File: config.mk
export PLATFORM = sky130hd
export DESIGN_NAME = transaction_log_buffer
export DESIGN_NICKNAME = d
export VERILOG_FILES = /design/src/rtl/vending_pkg.sv /design/src/rtl/logMemory.sv /design/src/rtl/transaction_log_buffer.sv
export SDC_FILE = /design/constraint.sdc
export NUM_CORES = 1
export LEC_CHECK = 0
export CAP_MARGIN = 0
export CORE_ASPECT_RATIO = 1.2
export CORE_UTILIZATION = 25
export CTS_BUF_LIST = sky130_fd_sc_hd__clkbuf_4
export DETAILED_ROUTE_END_ITERATION = 7
export GPL_TIMING_DRIVEN = 1
export SLEW_MARGIN = 5
export SYNTH_ARGS = -nofsm -noshare
export SYNTH_HDL_FRONTEND = slang
export SYNTH_SLANG_ARGS = --single-unit
File: constraint.sdc
create_clock -name mainClock -period 8.9 [get_ports mainClock]
set_clock_uncertainty 0.2 [all_clocks]
set_input_delay 1.78 -clock mainClock [delete_from_list [all_inputs] [get_ports mainClock]]
set_output_delay 1.78 -clock mainClock [all_outputs]
set_load 0.02 [all_outputs]
File: src/rtl/vending_pkg.sv
// Shared vending definitions: transaction mode codes, log entry layout and FSM states.
package vending_pkg;

    localparam int unsigned MODE_W   = 3;
    localparam int unsigned CODE_W   = 3;
    localparam int unsigned COUNT_W  = 4;
    localparam int unsigned AMOUNT_W = 4;

    localparam int unsigned LOG_ENTRY_W = 15;
    localparam int unsigned ERROR_LSB   = 0;
    localparam int unsigned AMOUNT_LSB  = 1;
    localparam int unsigned COUNT_LSB   = 5;
    localparam int unsigned CODE_LSB    = 9;
    localparam int unsigned MODE_LSB    = 12;

    localparam logic [MODE_W-1:0] MODE_BUY             = 3'b000;
    localparam logic [MODE_W-1:0] MODE_CHANGE_PRICE    = 3'b001;
    localparam logic [MODE_W-1:0] MODE_RECEIVE         = 3'b010;
    localparam logic [MODE_W-1:0] MODE_SHOW_LOGS       = 3'b011;
    localparam logic [MODE_W-1:0] MODE_CHARGE_CUSTOMER = 3'b100;

    typedef enum logic {
        LOG_IDLE = 1'b0,
        LOG_DUMP = 1'b1
    } logState_t;

    function automatic logic [LOG_ENTRY_W-1:0] packEntry(
        input logic [MODE_W-1:0]   mode,
        input logic [CODE_W-1:0]   code,
        input logic [COUNT_W-1:0]  count,
        input logic [AMOUNT_W-1:0] amount,
        input logic                error
    );
        logic [LOG_ENTRY_W-1:0] entry;
        entry = '0;
        entry[MODE_LSB +: MODE_W]     = mode;
        entry[CODE_LSB +: CODE_W]     = code;
        entry[COUNT_LSB +: COUNT_W]   = count;
        entry[AMOUNT_LSB +: AMOUNT_W] = amount;
        entry[ERROR_LSB]              = error;
        return entry;
    endfunction

endpackage

File: src/rtl/logMemory.sv
// Log storage: one write port, one registered read port; the array itself has no reset.
module logMemory #(
    parameter int unsigned DEPTH = 16,
    parameter int unsigned WIDTH = 15
) (
    input  logic                     mainClock,
    input  logic                     reset,
    input  logic                     wrEn,
    input  logic [$clog2(DEPTH)-1:0] wrAddr,
    input  logic [WIDTH-1:0]         wrData,
    input  logic                     rdEn,
    input  logic [$clog2(DEPTH)-1:0] rdAddr,
    output logic [WIDTH-1:0]         rdData
);

    logic [WIDTH-1:0] mem [DEPTH];

    always_ff @(posedge mainClock) begin
        if (wrEn) begin
            mem[wrAddr] <= wrData;
        end
    end

    // Read-before-write: a same-address push and pop returns the old entry.
    always_ff @(posedge mainClock or posedge reset) begin
        if (reset) begin
            rdData <= '0;
        end else if (rdEn) begin
            rdData <= mem[rdAddr];
        end
    end

endmodule

File: src/rtl/transaction_log_buffer.sv
// Circular transaction log with single pop and full-drain dump mode.
// Optional LOG_OVERWRITE_EN: a push into a full log evicts the oldest entry instead of being dropped.
module transaction_log_buffer
    import vending_pkg::*;
#(
    parameter int unsigned DEPTH = 16
) (
    input  logic                     mainClock,
    input  logic                     reset,
    input  logic                     eventValid,
    input  logic [MODE_W-1:0]        eventMode,
    input  logic [CODE_W-1:0]        eventProductCode,
    input  logic [COUNT_W-1:0]       eventCount,
    input  logic [AMOUNT_W-1:0]      eventAmount,
    input  logic                     eventError,
    input  logic                     readReq,
    input  logic                     dumpStart,
    input  logic                     clearLog,
    output logic                     readValid,
    output logic [LOG_ENTRY_W-1:0]   readEntry,
    output logic [$clog2(DEPTH):0]   logCount,
    output logic                     full,
    output logic                     empty,
    output logic                     overflow,
    output logic                     dumping
);

    localparam int unsigned PTR_W = $clog2(DEPTH);
    localparam int unsigned CNT_W = PTR_W + 1;

    logState_t        state, stateNext;
    logic [PTR_W-1:0] wrPtr, wrPtrNext, rdPtr, rdPtrNext;
    logic [CNT_W-1:0] countNext;
    logic             overflowNext;
    logic             logReq, pushAccept, popAccept, dropOldest;

    always_ff @(posedge mainClock or posedge reset) begin
        if (reset) begin
            state     <= LOG_IDLE;
            wrPtr     <= '0;
            rdPtr     <= '0;
            logCount  <= '0;
            full      <= 1'b0;
            empty     <= 1'b1;
            overflow  <= 1'b0;
            readValid <= 1'b0;
        end else begin
            state     <= stateNext;
            wrPtr     <= wrPtrNext;
            rdPtr     <= rdPtrNext;
            logCount  <= countNext;
            full      <= (countNext == CNT_W'(DEPTH));
            empty     <= (countNext == '0);
            overflow  <= overflowNext;
            readValid <= popAccept;
        end
    end

    // Next-state, pointer and occupancy logic; clearLog overrides everything.
    always_comb begin
        stateNext    = state;
        wrPtrNext    = wrPtr;
        rdPtrNext    = rdPtr;
        countNext    = logCount;
        overflowNext = overflow;
        pushAccept   = 1'b0;
        popAccept    = 1'b0;
        dropOldest   = 1'b0;
        logReq       = eventValid && (eventMode != MODE_SHOW_LOGS);

        if (clearLog) begin
            stateNext    = LOG_IDLE;
            wrPtrNext    = '0;
            rdPtrNext    = '0;
            countNext    = '0;
            overflowNext = 1'b0;
        end else begin
            case (state)
                LOG_IDLE: begin
                    popAccept = readReq && !empty;
                    if (dumpStart && !empty) begin
                        stateNext = LOG_DUMP;
                    end
                end
                LOG_DUMP: popAccept = !empty;
                default:  stateNext = LOG_IDLE;
            endcase

            if (logReq) begin
                if (!full || popAccept) begin
                    pushAccept = 1'b1;
                end else begin
                    overflowNext = 1'b1;
`ifdef LOG_OVERWRITE_EN
                    pushAccept = 1'b1;
                    dropOldest = 1'b1;
`endif
                end
            end

            if (pushAccept) begin
                wrPtrNext = wrPtr + PTR_W'(1);
            end
            if (popAccept || dropOldest) begin
                rdPtrNext = rdPtr + PTR_W'(1);
            end
            if (pushAccept && !popAccept && !dropOldest) begin
                countNext = logCount + CNT_W'(1);
            end else if (popAccept && !pushAccept) begin
                countNext = logCount - CNT_W'(1);
            end

            if (state == LOG_DUMP && countNext == '0) begin
                stateNext = LOG_IDLE;
            end
        end
    end

    assign dumping = (state == LOG_DUMP);

    logMemory #(
        .DEPTH (DEPTH),
        .WIDTH (LOG_ENTRY_W)
    ) u_logMemory (
        .mainClock (mainClock),
        .reset     (reset),
        .wrEn      (pushAccept),
        .wrAddr    (wrPtr),
        .wrData    (packEntry(eventMode, eventProductCode, eventCount, eventAmount, eventError)),
        .rdEn      (popAccept),
        .rdAddr    (rdPtr),
        .rdData    (readEntry)
    );

endmodule

Word-level counts from Yosys, hierarchy flattened:

Memory sizes are Yosys's and may differ from the RTL's. A register that Yosys moved wholly into a read port is not among the register bits.
Index checks and enable logic that the tools add are counted.

* flip-flop bits (word level): 18
* bits in latches: 0
* RAM bits: 240
* memory bits (read-only): 0
* output and inout bits: 25
* memories kept: 1

Memories
* u_logMemory.mem: depth 16, bits a word 15, rd ports 1, clocked after memory_dff 1, wr ports 1, RTL line logMemory.sv:16 `logic [WIDTH-1:0] mem [DEPTH];`

* $add $sub $neg: 4
* $mul: 0
* div/mod/pow operators: 0
* $lt $le $gt $ge: 0
* eq/ne operators: 3
* shifts and indexed selects: 0
* multiplexer cells: 24
* bitwise gates (word level): 1
* reduce and logical (&&, ||, !) cells: 17

Operator list (count)
* two-way mux 5 bit: 4
* two-way mux 4 bit: 4
* two-way mux 1 bit: 15
* logical NOT 5 bit: 2
* adder 4 x 1 -> 4 bit, second input constant: 2
* logical AND 1 bit: 6
* nonzero test 2 bit: 3
* adder 5 x 1 -> 5 bit, second input constant: 1
* == test 5 bit, second input constant: 1
* subtractor 5 x 1 -> 5 bit, second input constant: 1
* logical NOT 1 bit: 4
* != test 3 x 2 -> 1 bit, second input constant: 1
* != test 2 bit, second input constant: 1
* one-hot mux 1 bit (2 select lines): 1
* AND reduction 2 bit: 1
* logical OR 1 bit: 1
* inverter 1 bit: 1

Depth between registers and ports, before layout:

Gate-level depths: netlist of run 1.

* depth after elaboration: 17
* mapped depth: 7
* gate-level depth less buffers: 7

By module:

A second synthesis of run 1 with hierarchy kept.

* cell total of the unflattened synthesis: 531
* area total of the unflattened synthesis: 10921.7 µm²

By module, submodules not included
* logMemory: instances 1, cells an instance 425, area an instance 9830.7 µm², seq. area each 7582.3 µm²
* transaction_log_buffer: instances 1, cells an instance 106, area an instance 1091.0 µm², seq. area each 451.7 µm²

Worst setup path after synthesis of run 1:

OpenSTA, ideal clock, no wires.

* path type: input -> register
* from: input port readReq
* to: memory u_logMemory.mem[0][0] (enable)
* library setup time: 0.406 ns
* arrival: 3.824 ns
* required time: 8.294 ns
* slack: 4.470 ns
* stages: 6
* buffers on the path: 1
* cell sequence: o21bai_1 -> clkbuf_1 -> a211o_1 -> nor2_1 -> nand2_1 -> nor3_1

* word-level cells in the longest chain between the ends: 10

RTL lines
* from (decl): RTL line transaction_log_buffer.sv:16 `input logic readReq,`
* logical AND 1 bit: RTL line transaction_log_buffer.sv:80 `popAccept = readReq && !empty;`
* one-hot mux 1 bit (2 select lines): RTL line transaction_log_buffer.sv:78 `case (state)`
* two-way mux 1 bit: RTL line transaction_log_buffer.sv:71 `if (clearLog) begin`
* logical OR 1 bit: RTL line transaction_log_buffer.sv:90 `if (!full || popAccept) begin`
* two-way mux 1 bit: RTL line transaction_log_buffer.sv:90
* two-way mux 1 bit: RTL line transaction_log_buffer.sv:89 `if (logReq) begin`
* two-way mux 1 bit (2 in series): RTL line transaction_log_buffer.sv:71
* two-way mux 1 bit: RTL line logMemory.sv:19 `if (wrEn) begin`
* two-way mux 1 bit (not written as such): RTL line logMemory.sv:20 `mem[wrAddr] <= wrData;`
* to (decl): RTL line logMemory.sv:16

Every way passes these cells. The select of a mux whose other input is x is not followed.

Worst setup path in the final report of run 1:

* from: input port eventMode[1]
* to: memory u_logMemory.mem[15][3] (enable)

* word-level cells in the longest chain between the ends: 7

RTL lines
* from (decl): RTL line transaction_log_buffer.sv:11 `input logic [MODE_W-1:0] eventMode,`
* != test 3 x 2 -> 1 bit: RTL line transaction_log_buffer.sv:69 `logReq = eventValid && (eventMode != MODE_SHOW_LOGS);`
* logical AND 1 bit: RTL line transaction_log_buffer.sv:69
* two-way mux 1 bit: RTL line transaction_log_buffer.sv:89
* two-way mux 1 bit (2 in series): RTL line transaction_log_buffer.sv:71
* two-way mux 1 bit: RTL line logMemory.sv:19
* two-way mux 1 bit (not written as such): RTL line logMemory.sv:20

Every way passes these cells. The select of a mux whose other input is x is not followed.

==> results of run 1 <==
worst max path at each step:
stage / cells after the start / end
2_1_floorplan: 6 / u_logMemory.mem[0][0]
3_3_place_gp: 6 / u_logMemory.mem[15][6]
3_5_place_dp: 6 / u_logMemory.mem[15][6]
4_1_cts: 6 / u_logMemory.mem[11][6]
5_1_grt: 6 / u_logMemory.mem[15][3]
6_report: 6 / u_logMemory.mem[15][3]
cell type report:
| type | instances | area [µm²] | share of cell area, % |
|---|---|---|---|
| well taps | 552 | 691 | 5.33 |
| diodes | 1 | 2.50 | 0.0193 |
| clock inverters | 28 | 194 | 1.50 |
| inverters | 10 | 37.5 | 0.290 |
| repair buffers | 55 | 526 | 4.06 |
| multi-input cells | 195 | 2760 | 21.3 |
| clock buffers | 94 | 706 | 5.45 |
| flip-flops and latches | 273 | 8040 | 62.1 |
routing by layer:
metal / up-vias / track usage [%]
li1: 2364 / -
met1: 2754 / 13.6
met2: 184 / 19.5
met3: 34 / 3.92
met4: 0 / 4.96
met5: - / 0
critical path, delay by kind of cell:
family / cells / cell delay [ps]
buffers and inverters: 1 / 800
AND/OR/NAND/NOR: 4 / 1670
AO/OA/AOI/OAI: 1 / 390
registers in the layout (all words and copies together), names as in the netlist:
| register | flops |
|---|---|
| dumping | 1 |
| empty | 1 |
| full | 1 |
| logCount | 5 |
| overflow | 1 |
| rdPtr | 4 |
| readValid | 1 |
| u_logMemory.mem | 240 |
| u_logMemory.rdData | 15 |
| wrPtr | 4 |
cell usage after synthesis, types with 2 or more instances:
library cell                 n  area share [%]
sky130_fd_sc_hd__edfxtp_1  240              66
sky130_fd_sc_hd__mux4_1     45              11
sky130_fd_sc_hd__dfrtp_1    32             7.3
sky130_fd_sc_hd__nor2_1     31             1.1
sky130_fd_sc_hd__mux4_2     30             6.2
sky130_fd_sc_hd__clkbuf_1   13            0.45
sky130_fd_sc_hd__inv_1      10            0.34
sky130_fd_sc_hd__mux2_4      9             1.2
sky130_fd_sc_hd__a21oi_1     8            0.37
sky130_fd_sc_hd__nand2_1     8            0.27
sky130_fd_sc_hd__ha_1        7            0.80
sky130_fd_sc_hd__mux2_2      6            0.62
sky130_fd_sc_hd__nor3_1      6            0.27
sky130_fd_sc_hd__xnor2_1     5            0.40
sky130_fd_sc_hd__buf_8       4            0.55
sky130_fd_sc_hd__nand4_1     4            0.23
sky130_fd_sc_hd__a211oi_1    3            0.21
sky130_fd_sc_hd__buf_6       3            0.31
sky130_fd_sc_hd__nand2b_1    3            0.17
sky130_fd_sc_hd__xor2_1      3            0.24
sky130_fd_sc_hd__a31oi_1     2            0.11
sky130_fd_sc_hd__and3_1      2            0.11
sky130_fd_sc_hd__and3b_1     2            0.16
sky130_fd_sc_hd__buf_1       2           0.069
sky130_fd_sc_hd__buf_2       2           0.091
sky130_fd_sc_hd__o211ai_1    2            0.14
sky130_fd_sc_hd__o21ai_0     2           0.091
cell families (layout without fill, tap and decap cells):
family	Yosys count	after routing
DFF	273	273
muxes	91	91
and+or+nand+nor	63	63
buffers and inverters	35	187
AOI/OAI and AO/OA	26	26
xor gates and xnor gates	8	8
adders and majority gates	7	7
other	0	1
power by group:
part	switching, mW	total [mW]	leakage [nW]	internal, mW
combinational	0.245	0.490	1.12	0.245
sequential	0.0436	1.49	2.58	1.45
clock	0.497	1.08	0.534	0.581
total	0.785	3.06	4.23	2.28
per-stage QoR:
step                hold slack, ps  power, mW  setup slack [ps]
floorplan                      362       1.82              4470
global placement               292       2.02              3770
detailed placement             295       2.02              3670
CTS                            312       3.11              4380
global route                   335       3.20              4110
finish                         310       3.06              4340
==> metrics.txt, run 1 <==
# TYPE chip_impl_metric gauge
chip_impl_info{name="outcome",value="complete, but fails checks"} 1
chip_impl_info{name="failed_checks",value="design-rule violations"} 1
chip_impl_info{name="clock_tree.root_cell",value="sky130_fd_sc_hd__clkbuf_4"} 1
chip_impl_info{name="worst_path_max_delay_cell",value="sky130_fd_sc_hd__clkdlybuf4s50_1"} 1
chip_impl_metric{name="route.vias.total",unit=""} 5336
chip_impl_metric{name="antenna_violations_before_repair",unit=""} 2
chip_impl_metric{name="number_of_drc_markers_after_the_initial_detailed_route_iteration",unit=""} 307
chip_impl_metric{name="power.leakage",unit="nW"} 4.23
chip_impl_metric{name="finish.utilization",unit="%"} 30.1
chip_impl_metric{name="synth_cell_type_count",unit=""} 46
chip_impl_metric{name="ios",unit=""} 46
chip_impl_info{name="holdPathEnd",value="overflow"} 1
chip_impl_metric{name="wirelength_met1",unit="µm"} 10100
chip_impl_metric{name="clock_insertion_delay_worst_skew",unit="ps"} 700
chip_impl_metric{name="buffer_ports.inserted",unit=""} 45
chip_impl_metric{name="placementRows",unit=""} 83
chip_impl_metric{name="final.period_utilization",unit="%"} 51.2
chip_impl_metric{name="synthesis.area",unit="µm²"} 10900
chip_impl_metric{name="avgRoutedWirePerCell",unit="µm"} 20.9
chip_impl_metric{name="tns",unit="ps"} 0
chip_impl_metric{name="htree_levels",unit=""} 3
chip_impl_metric{name="post-route-min-period",unit="ps"} 4560
chip_impl_metric{name="vias_in_the_first_global_route",unit=""} 5584
chip_impl_metric{name="max_slew_headroom",unit="%"} 30.8
chip_impl_metric{name="die_w",unit="µm"} 193
chip_impl_metric{name="tritoncts_num_sinks",unit=""} 273
chip_impl_metric{name="grt_pass1_wl",unit="µm"} 36500
chip_impl_info{name="hold_path.class",value="flop to flop"} 1
chip_impl_metric{name="hold_fix_buffers_cts",unit=""} 0
chip_impl_info{name="highest_layer",value="met4"} 1
chip_impl_metric{name="final-instance-count-excl-fill",unit=""} 1208
chip_impl_metric{name="worst_case_reg_to_reg_path_depth",unit=""} 4
chip_impl_metric{name="clock_tree.buffer_depth",unit=""} 3
chip_impl_metric{name="fin_area",unit="µm²"} 12900
chip_impl_metric{name="setup_viol",unit=""} 0
chip_impl_metric{name="post-cts-setup-buffer-count",unit=""} 0
chip_impl_metric{name="postSynthNetCount",unit=""} 531
chip_impl_metric{name="initial_core_util",unit="%"} 25.5
chip_impl_metric{name="finalNetCount",unit=""} 632
chip_impl_info{name="dominant_combinational_cell_family_by_area_after_synthesis",value="multiplexers"} 1
chip_impl_metric{name="globalRoute.totalOverflow",unit=""} 0
chip_impl_metric{name="detailedPlacementHpwl",unit="µm"} 15500
chip_impl_metric{name="seq_area_frac_synth",unit="%"} 73.4
chip_impl_metric{name="timing_worst_slew_pin_value",unit="ps"} 1040
chip_impl_metric{name="final_max_slew_viol_count",unit=""} 0
chip_impl_info{name="reg2reg_from",value="rdPtr[0]"} 1
chip_impl_info{name="clock_tree_from_tritoncts",value="built"} 1
chip_impl_metric{name="holdPathStages",unit=""} 2
chip_impl_metric{name="fmax",unit="MHz"} 219
chip_impl_metric{name="postSynthCellCount",unit=""} 503
chip_impl_info{name="rsz0062_at_grt",value="no"} 1
chip_impl_metric{name="slack_of_the_worst_reg_to_reg_path",unit="ps"} 5600
chip_impl_metric{name="grtUsageTotal",unit="%"} 11.7
chip_impl_metric{name="cap_viol_max_count",unit=""} 0
chip_impl_metric{name="core_region_area",unit="µm²"} 43000
chip_impl_info{name="critical_path.endpoint_type",value="flop"} 1
chip_impl_metric{name="die-height",unit="µm"} 231
chip_impl_metric{name="fp.dieArea",unit="µm²"} 44600
chip_impl_metric{name="cts_repair_resize_count",unit=""} 0
chip_impl_info{name="critical_path.reg2reg.endpoint",value="u_logMemory.rdData[8]"} 1
chip_impl_metric{name="vias_per_cell",unit=""} 4.42
chip_impl_metric{name="dp.cells",unit=""} 1085
chip_impl_metric{name="grt_start_max_net_pins",unit=""} 64
chip_impl_info{name="timing_worst_setup_path_type",value="input port to flop"} 1
chip_impl_metric{name="syn-mean-instance-area",unit="µm²"} 21.8
chip_impl_metric{name="post_synth_xor_area_fraction",unit="%"} 0.640
chip_impl_metric{name="arithmetic_cell_share_of_the_synthesized_area_counting_full_adders_half_adders_and_majority_gates",unit="%"} 0.800
chip_impl_info{name="critical_path.startpoint_type",value="input port"} 1
chip_impl_metric{name="synth_seq_cells",unit=""} 273
chip_impl_metric{name="muxShareOfSynthArea",unit="%"} 18.9
chip_impl_metric{name="routed-wl-met2",unit="µm"} 12700
chip_impl_metric{name="syn_to_final_growth",unit="%"} 18.3
chip_impl_metric{name="drcViolationCount",unit=""} 4
chip_impl_metric{name="detailed_place.area",unit="µm²"} 12000
chip_impl_info{name="path_cells",value="clkdlybuf4s50_1 > and3b_1 > a211o_1 > nor2_1 > nand2_1 > nor2_2"} 1
chip_impl_metric{name="final_hold_vio_count",unit=""} 0
chip_impl_metric{name="critPathMaxStageDelay",unit="ps"} 800
chip_impl_info{name="timing.hold.worst.start",value="overflow"} 1
chip_impl_info{name="synth_top_flop_cell",value="sky130_fd_sc_hd__edfxtp_1"} 1
chip_impl_info{name="final_cell_mix",value="sky130_fd_sc_hd__edfxtp_1, sky130_fd_sc_hd__clkbuf_4, sky130_fd_sc_hd__mux4_1, sky130_fd_sc_hd__clkdlybuf4s50_1"} 1
chip_impl_metric{name="timing.critical_path.arrival",unit="ps"} 4640
chip_impl_info{name="commonest_non_fill_non_tap_cell_in_the_layout",value="sky130_fd_sc_hd__edfxtp_1"} 1
chip_impl_metric{name="power.ir.vdd_worst",unit="mV"} 0.0963
chip_impl_info{name="timing.critical_path.from",value="eventMode[1]"} 1
chip_impl_metric{name="clk_pin_slew_worst_setup_hold_paths",unit="ps"} 80
chip_impl_metric{name="cts-buffers-inserted",unit=""} 69
chip_impl_metric{name="synth-edff-count",unit=""} 240
chip_impl_metric{name="num-fill-cells",unit=""} 4217
chip_impl_metric{name="layout-drive-gt1-share",unit="%"} 27.8
chip_impl_metric{name="timing.critical_path.required",unit="ps"} 8980
chip_impl_metric{name="firstDrtPassIters",unit=""} 8
chip_impl_metric{name="yosysWarnings",unit=""} 0
chip_impl_metric{name="met3RoutedLength",unit="µm"} 1770
chip_impl_metric{name="globalplace.congestion",unit=""} 0.818
chip_impl_metric{name="p_per_cell_area",unit="nW/µm²"} 236
chip_impl_metric{name="asr_flop_ratio_synth",unit="%"} 12.1
chip_impl_metric{name="worst-path-max-fanout",unit=""} 18
chip_impl_metric{name="antenna_left",unit=""} 0
chip_impl_metric{name="wl",unit="µm"} 25200
chip_impl_metric{name="synth_compound_gate_area_share",unit="%"} 1.61
chip_impl_metric{name="yosys.area_share.simple",unit="%"} 2.72
Note: power is estimated with default switching activity, not from simulation.
==> inputs of run 2 (changes only) <==
==> constraint.sdc (replaced) <==
create_clock -name mainClock -period 4.3 [get_ports mainClock]
set_clock_uncertainty 0.2 [all_clocks]
set_input_delay 0.86 -clock mainClock [delete_from_list [all_inputs] [get_ports mainClock]]
set_output_delay 0.86 -clock mainClock [all_outputs]
set_load 0.02 [all_outputs]
==> run 2 against run 1 <==
Compared with the run above:
- cell count increased by 2.1%
- the run still ends with design-rule violations left
- largest cell class unchanged
- highest routed layer unchanged
- sequential power up 110%
- die area unchanged
- global-route usage fell by 1.0 points
- routed wire length down 9.1%
- utilization up 0.56 points
==> metrics.txt, run 2 (synthesized netlist as in run 1, its figures left out) <==
# TYPE chip_impl_metric gauge
chip_impl_info{name="outcome",value="complete, but fails checks"} 1
chip_impl_info{name="failed_checks",value="design-rule violations"} 1
chip_impl_metric{name="number_of_buffer_and_inverter_instances_along_the_worst_setup_path",unit=""} 1
chip_impl_metric{name="final_hold_vio_count",unit=""} 0
chip_impl_metric{name="grt_pass1_wl",unit="µm"} 34500
chip_impl_metric{name="globalplace.congestion",unit=""} 0.783
chip_impl_metric{name="num-fill-cells",unit=""} 4196
chip_impl_metric{name="share_seq_of_total_power",unit="%"} 48.8
chip_impl_metric{name="cts_repair_resize_count",unit=""} 0
chip_impl_info{name="worst_path_dominant_cell_family",value="multiplexers"} 1
chip_impl_metric{name="firstDrtPassIters",unit=""} 6
chip_impl_metric{name="final_max_slew_viol_count",unit=""} 0
chip_impl_metric{name="internal_power",unit="mW"} 4.83
chip_impl_info{name="commonest_non_fill_non_tap_cell_in_the_layout",value="sky130_fd_sc_hd__edfxtp_1"} 1
chip_impl_metric{name="p_switching",unit="mW"} 1.55
chip_impl_metric{name="vias_in_the_first_global_route",unit=""} 5678
chip_impl_metric{name="antenna_left",unit=""} 0
chip_impl_info{name="hold_path.class",value="flop to flop"} 1
chip_impl_metric{name="max_slew_headroom",unit="%"} 32.7
chip_impl_metric{name="grtUsageTotal",unit="%"} 10.7
chip_impl_metric{name="layout_setup_ws",unit="ps"} 1310
chip_impl_info{name="final_cell_mix",value="sky130_fd_sc_hd__edfxtp_1, sky130_fd_sc_hd__clkbuf_4, sky130_fd_sc_hd__mux4_1, sky130_fd_sc_hd__clkdlybuf4s50_1, sky130_fd_sc_hd__buf_4"} 1
chip_impl_info{name="timing_worst_setup_path_type",value="flop to flop"} 1
chip_impl_metric{name="cap_viol_max_count",unit=""} 0
chip_impl_info{name="clock_tree_from_tritoncts",value="built"} 1
chip_impl_metric{name="detailedPlacementHpwl",unit="µm"} 15100
chip_impl_metric{name="wl",unit="µm"} 22900
chip_impl_metric{name="hold_fix_buffers_cts",unit=""} 0
chip_impl_metric{name="tns",unit="ps"} 0
chip_impl_metric{name="timing_worst_slew_pin_value",unit="ps"} 1010
chip_impl_info{name="critical_path.endpoint_type",value="flop"} 1
chip_impl_metric{name="vias_per_cell",unit=""} 4.37
chip_impl_metric{name="antenna_violations_before_repair",unit=""} 1
chip_impl_metric{name="initial_core_util",unit="%"} 25.5
chip_impl_metric{name="p_per_cell_area",unit="nW/µm²"} 483
chip_impl_info{name="clock_tree.root_cell",value="sky130_fd_sc_hd__clkbuf_4"} 1
chip_impl_metric{name="number_of_drc_markers_after_the_initial_detailed_route_iteration",unit=""} 336
chip_impl_metric{name="detailedPlace.worstSlack",unit="ps"} 664
chip_impl_metric{name="power.leakage",unit="nW"} 4.39
chip_impl_metric{name="final-instance-count-excl-fill",unit=""} 1233
chip_impl_metric{name="fp.dieArea",unit="µm²"} 44600
chip_impl_metric{name="drcViolationCount",unit=""} 12
chip_impl_metric{name="die-height",unit="µm"} 231
chip_impl_metric{name="cts-buffers-inserted",unit=""} 68
chip_impl_metric{name="share_clk_of_total_power",unit="%"} 36.1
chip_impl_metric{name="grt_start_max_net_pins",unit=""} 39
chip_impl_metric{name="power.ir.vdd_worst",unit="mV"} 0.183
chip_impl_metric{name="die_w",unit="µm"} 193
chip_impl_metric{name="setup_viol",unit=""} 0
chip_impl_metric{name="power_switching_share",unit="%"} 24.3
chip_impl_info{name="rsz0062_at_grt",value="no"} 1
chip_impl_metric{name="syn_to_final_growth",unit="%"} 20.5
chip_impl_info{name="largest-register",value="u_logMemory.mem"} 1
chip_impl_metric{name="ios",unit=""} 46
chip_impl_metric{name="clk_pin_slew_worst_setup_hold_paths",unit="ps"} 60
chip_impl_info{name="critical_path.startpoint_type",value="flop"} 1
chip_impl_info{name="worst_path_max_delay_cell",value="sky130_fd_sc_hd__dfrtp_4"} 1
chip_impl_metric{name="route.vias.total",unit=""} 5386
chip_impl_metric{name="critPathMaxStageDelay",unit="ps"} 880
chip_impl_metric{name="layout-drive-gt1-share",unit="%"} 31.8
chip_impl_metric{name="final.period_utilization",unit="%"} 69.5
chip_impl_metric{name="clock_insertion_delay_worst_skew",unit="ps"} 670
chip_impl_metric{name="clock_tree.buffer_depth",unit=""} 3
chip_impl_metric{name="dp.cells",unit=""} 1109
chip_impl_metric{name="timing.critical_path.required",unit="ps"} 4620
chip_impl_metric{name="timing.critical_path.arrival",unit="ps"} 3310
chip_impl_metric{name="finalNetCount",unit=""} 655
chip_impl_metric{name="flip_flop_count_of_the_largest_register_all_copies_and_words_added",unit=""} 240
chip_impl_metric{name="post-route-min-period",unit="ps"} 2990
chip_impl_metric{name="post-cts-setup-buffer-count",unit=""} 0
chip_impl_metric{name="fmax",unit="MHz"} 334
chip_impl_metric{name="htree_levels",unit=""} 3
chip_impl_metric{name="comb_power_share",unit="%"} 15.0
chip_impl_metric{name="globalRoute.totalOverflow",unit=""} 0
chip_impl_info{name="path_cells",value="buf_12 > mux4_1 > mux4_2 > mux2_4"} 1
chip_impl_info{name="reg_top3",value="u_logMemory.mem x240, u_logMemory.rdData x15, logCount x5"} 1
chip_impl_metric{name="tritoncts_num_sinks",unit=""} 273
chip_impl_metric{name="placementRows",unit=""} 83
chip_impl_metric{name="core_region_area",unit="µm²"} 43000
chip_impl_metric{name="avgRoutedWirePerCell",unit="µm"} 18.6
chip_impl_metric{name="buffer_ports.inserted",unit=""} 45
chip_impl_metric{name="worst-path-max-fanout",unit=""} 38
==> run 2: cell types whose count changed in the layout (fill, tap and decap cells not counted), sizes merged <==
| cell | delta |
|---|---|
| clkinv | -11 |
| inv | -2 |
| diode | +1 |
| clkbuf | +13 |
| buf | +24 |
==> run 2: worst paths after layout <==
kind,cells past startpoint,start,slack [ps],to
min in group asynchronous,3,reset,450,readValid
min reg2reg,2,overflow,300,overflow
max,4,rdPtr[0],1310,u_logMemory.rdData[8]
max in group asynchronous,3,reset,3010,rdPtr[0]
max reg2reg,4,rdPtr[0],1310,u_logMemory.rdData[8]
min,2,overflow,300,overflow
==> run 2: metal layers <==
layer  vias to the layer above  global-route usage [%]  share of wire (%)
met4                         0                    3.59                1.5
met2                       162                    17.1                 49
met3                        35                    3.76                7.0
met5                         -                       0                  0
met1                      2776                    13.3                 42
li1                       2413                       -                  -
==> run 2: cell type report <==
cell class              instances  area [µm²]  share of cell area, %
diodes                          2        5.00                 0.0379
clock buffers                 107         803                   6.09
clock inverters                15         140                   1.06
inverters                      10        37.5                  0.285
flip-flops and latches        273        8040                   61.0
well taps                     552         691                   5.24
multi-input cells             195        2760                   20.9
repair buffers                 79         718                   5.45
==> run 2: stage by stage <==
step / utilization [%] / total power [mW] / hold slack [ps] / cell area, µm²
finish: 30.7 / 6.37 / 295 / 13200
global route: 30.7 / 6.70 / 332 / 13200
CTS: 30.7 / 6.49 / 306 / 13200
detailed placement: 28.5 / 4.15 / 292 / 12200
global placement: 28.5 / 4.15 / 280 / 12200
floorplan: - / 3.76 / 362 / 10900
==> run 2: worst min-delay path, cell delays in order, from the launching register on <==
cell                      delay, ps
sky130_fd_sc_hd__dfrtp_1        340
sky130_fd_sc_hd__a31oi_1         40
sky130_fd_sc_hd__nor2_1          70
==> run 2: power groups by stage <==
stage / Sequential, mW / Clock, mW / Combinational (mW)
finish: 3.11 / 2.30 / 0.959
global route: 3.13 / 2.53 / 1.03
CTS: 3.12 / 2.39 / 0.982
detailed placement: 3.18 / 0 / 0.976
global placement: 3.17 / 0 / 0.974
floorplan: 3.22 / 0 / 0.549
==> inputs of run 3 (changes only) <==
==> constraint.sdc (replaced) <==
create_clock -name mainClock -period 2.8 [get_ports mainClock]
set_clock_uncertainty 0.2 [all_clocks]
set_input_delay 0.56 -clock mainClock [delete_from_list [all_inputs] [get_ports mainClock]]
set_output_delay 0.56 -clock mainClock [all_outputs]
set_load 0.02 [all_outputs]
==> run 3 against run 2 <==
Compared with the run above:
- the run still ends with design-rule violations left
- critical path depth unchanged
- combinational power up 64%
- global-route usage up 0.61 points
- die area unchanged
- sequential power up 53%
- clock power up 53%
- utilization up 0.68 points
- critical path type unchanged
- largest cell class unchanged
- highest routed layer unchanged
==> metrics.txt, run 3 (synthesized netlist as in run 1, its figures left out) <==
# TYPE chip_impl_metric gauge
chip_impl_info{name="worst_path_max_delay_cell",value="sky130_fd_sc_hd__mux4_1"} 1
chip_impl_metric{name="timing.critical_path.arrival",unit="ps"} 2980
chip_impl_metric{name="htree_levels",unit=""} 3
chip_impl_metric{name="antenna_violations_before_repair",unit=""} 1
chip_impl_metric{name="critPathMaxStageDelay",unit="ps"} 640
chip_impl_metric{name="timing_worst_slew_pin_value",unit="ps"} 660
chip_impl_metric{name="p_switching",unit="mW"} 2.37
chip_impl_metric{name="layout-drive-gt1-share",unit="%"} 32.9
chip_impl_metric{name="comb_power_share",unit="%"} 16.0
chip_impl_info{name="final_cell_mix",value="sky130_fd_sc_hd__edfxtp_1, sky130_fd_sc_hd__clkbuf_4, sky130_fd_sc_hd__mux4_1, sky130_fd_sc_hd__clkdlybuf4s50_1, sky130_fd_sc_hd__buf_4"} 1
chip_impl_metric{name="share_seq_of_total_power",unit="%"} 48.2
chip_impl_info{name="reg2reg_from",value="rdPtr[0]"} 1
chip_impl_metric{name="detailed_place.area",unit="µm²"} 12500
chip_impl_metric{name="cts-buffers-inserted",unit=""} 66
chip_impl_metric{name="avgRoutedWirePerCell",unit="µm"} 19.3
chip_impl_info{name="clock_tree_from_tritoncts",value="built"} 1
chip_impl_metric{name="clk_pin_slew_worst_setup_hold_paths",unit="ps"} 70
chip_impl_metric{name="wl",unit="µm"} 24200
chip_impl_metric{name="number_of_drc_markers_after_the_initial_detailed_route_iteration",unit=""} 339
chip_impl_metric{name="fmax",unit="MHz"} 379
chip_impl_metric{name="grt_pass1_wl",unit="µm"} 36200
chip_impl_info{name="critical_path.endpoint_type",value="flop"} 1
chip_impl_metric{name="met3RoutedLength",unit="µm"} 1170
chip_impl_metric{name="placementRows",unit=""} 83
chip_impl_info{name="commonest_non_fill_non_tap_cell_in_the_layout",value="sky130_fd_sc_hd__edfxtp_1"} 1
chip_impl_metric{name="firstDrtPassIters",unit=""} 7
chip_impl_info{name="timing.critical_path.from",value="rdPtr[0]"} 1
chip_impl_metric{name="final-instance-count-excl-fill",unit=""} 1251
chip_impl_metric{name="flip_flop_count_of_the_largest_register_all_copies_and_words_added",unit=""} 240
chip_impl_info{name="path_cells",value="buf_12 > mux4_1 > mux4_2 > mux2_4"} 1
chip_impl_metric{name="timing.critical_path.required",unit="ps"} 3140
chip_impl_metric{name="power_switching_share",unit="%"} 24.1
chip_impl_metric{name="buffer_ports.inserted",unit=""} 45
chip_impl_metric{name="vias_per_cell",unit=""} 4.42
chip_impl_metric{name="fin_area",unit="µm²"} 13500
chip_impl_metric{name="initial_core_util",unit="%"} 25.5
chip_impl_metric{name="post-cts-setup-buffer-count",unit=""} 0
chip_impl_info{name="highest_layer",value="met4"} 1
chip_impl_metric{name="wirelength_met1",unit="µm"} 10400
chip_impl_metric{name="internal_power",unit="mW"} 7.49
chip_impl_info{name="critical_path.startpoint_type",value="flop"} 1
chip_impl_metric{name="core_region_area",unit="µm²"} 43000
chip_impl_info{name="hold_path.class",value="flop to flop"} 1
chip_impl_metric{name="vias_in_the_first_global_route",unit=""} 5826
chip_impl_metric{name="max_slew_headroom",unit="%"} 55.8
chip_impl_metric{name="route.vias.total",unit=""} 5533
chip_impl_metric{name="tns",unit="ps"} 0
chip_impl_metric{name="ios",unit=""} 46
chip_impl_metric{name="p_per_cell_area",unit="nW/µm²"} 731
chip_impl_metric{name="finalNetCount",unit=""} 674
chip_impl_metric{name="detailedPlace.worstSlack",unit="ps"} -152
chip_impl_metric{name="area.sequential",unit="µm²"} 8040
chip_impl_metric{name="num-fill-cells",unit=""} 4199
chip_impl_metric{name="final_max_slew_viol_count",unit=""} 0
chip_impl_metric{name="tritoncts_num_sinks",unit=""} 273
chip_impl_metric{name="antenna_left",unit=""} 0
chip_impl_metric{name="dp.cells",unit=""} 1129
chip_impl_metric{name="worst-path-max-fanout",unit=""} 19
chip_impl_info{name="failed_checks",value="design-rule violations"} 1
chip_impl_metric{name="die-height",unit="µm"} 231
chip_impl_metric{name="setup_viol",unit=""} 0
chip_impl_metric{name="globalplace.congestion",unit=""} 0.796
chip_impl_metric{name="detailedPlacementHpwl",unit="µm"} 15500
chip_impl_info{name="largest-register",value="u_logMemory.mem"} 1
chip_impl_metric{name="clock_insertion_delay_worst_skew",unit="ps"} 690
chip_impl_metric{name="clock_tree.buffer_depth",unit=""} 3
chip_impl_info{name="timing_worst_setup_path_type",value="flop to flop"} 1
chip_impl_info{name="rsz0062_at_grt",value="no"} 1
chip_impl_metric{name="drcViolationCount",unit=""} 7
chip_impl_info{name="outcome",value="complete, but fails checks"} 1
chip_impl_metric{name="grtUsageTotal",unit="%"} 11.3
chip_impl_info{name="timing.hold.worst.start",value="u_logMemory.rdData[11]"} 1
chip_impl_metric{name="whs",unit="ps"} 315
chip_impl_metric{name="syn_to_final_growth",unit="%"} 23.1
chip_impl_info{name="clock_tree.root_cell",value="sky130_fd_sc_hd__clkbuf_4"} 1
chip_impl_metric{name="fp.dieArea",unit="µm²"} 44600
chip_impl_metric{name="power.ir.vdd_worst",unit="mV"} 0.213
chip_impl_metric{name="layout_setup_ws",unit="ps"} 161
chip_impl_metric{name="power.leakage",unit="nW"} 4.52
chip_impl_info{name="reg_top3",value="u_logMemory.mem x240, u_logMemory.rdData x15, logCount x5"} 1
chip_impl_metric{name="die_w",unit="µm"} 193
chip_impl_metric{name="grt_start_max_net_pins",unit=""} 22
chip_impl_metric{name="routed-wl-met2",unit="µm"} 12000
chip_impl_metric{name="final.period_utilization",unit="%"} 94.3
chip_impl_metric{name="post-route-min-period",unit="ps"} 2640
chip_impl_metric{name="share_clk_of_total_power",unit="%"} 35.8
chip_impl_metric{name="final_hold_vio_count",unit=""} 0
chip_impl_metric{name="globalRoute.totalOverflow",unit=""} 0
chip_impl_metric{name="cap_viol_max_count",unit=""} 0
chip_impl_metric{name="multi_input_area",unit="µm²"} 2760
run 3: cell count changes in the layout (fill, tap and decap cells not counted), sizes merged:
| cell | change |
|---|---|
| buf | +20 |
| clkbuf | -5 |
| bufinv | +1 |
| clkinv | +1 |
| dlygate4sd3 | +1 |
run 3: what timing repair did:
item / CTS / global route
hold buffers: 1 / 0
gates resized for setup: 0 / 0
endpoints found under the hold margin: 15 / 0
run 3: metal layers:
metal  up-vias  global-route usage (%)
met5         -                       0
met4         0                    4.93
met3        37                    2.91
met2       149                    18.3
met1      2888                    14.1
li1       2459                       -
run 3: metrics by stage:
step                      total power, mW  util [%]
after floorplan                      5.78         -
after global placement               6.43      29.1
after detailed placement             6.44      29.1
after CTS                            10.0      31.3
after global routing                 10.3      31.4
final                                9.86      31.4
run 3: critical path, delay by kind of cell (launching register included):
| kind | cells | cell delay (ps) |
|---|---|---|
| multiplexers | 3 | 1430 |
| buffers and inverters | 1 | 230 |
| flip-flops | 1 | 620 |
run 3: power groups by stage:
stage / clock (mW) / combinational, mW / sequential, mW
after global placement: 0 / 1.58 / 4.85
final: 3.53 / 1.57 / 4.75
after floorplan: 0 / 0.845 / 4.94
after global routing: 3.87 / 1.68 / 4.78
after CTS: 3.67 / 1.60 / 4.76
after detailed placement: 0 / 1.59 / 4.85
run 3: area by class of cell:
type                    count  share of cell area [%]
inverters                  10                   0.278
repair buffers            100                    7.54
flip-flops and latches    273                    59.6
well taps                 552                    5.12
multi-input cells         195                    20.4
diodes                      2                  0.0371
clock inverters            17                    1.26
clock buffers             102                    5.68
run 3: final timing paths:
path	to	slack (ps)	depth (start not counted)
min	u_logMemory.rdData[11]	310	1
max	u_logMemory.rdData[11]	160	4
max reg2reg	u_logMemory.rdData[11]	160	4
min in group asynchronous	overflow	570	3
max in group asynchronous	u_logMemory.rdData[9]	1130	4
min reg2reg	u_logMemory.rdData[11]	310	1
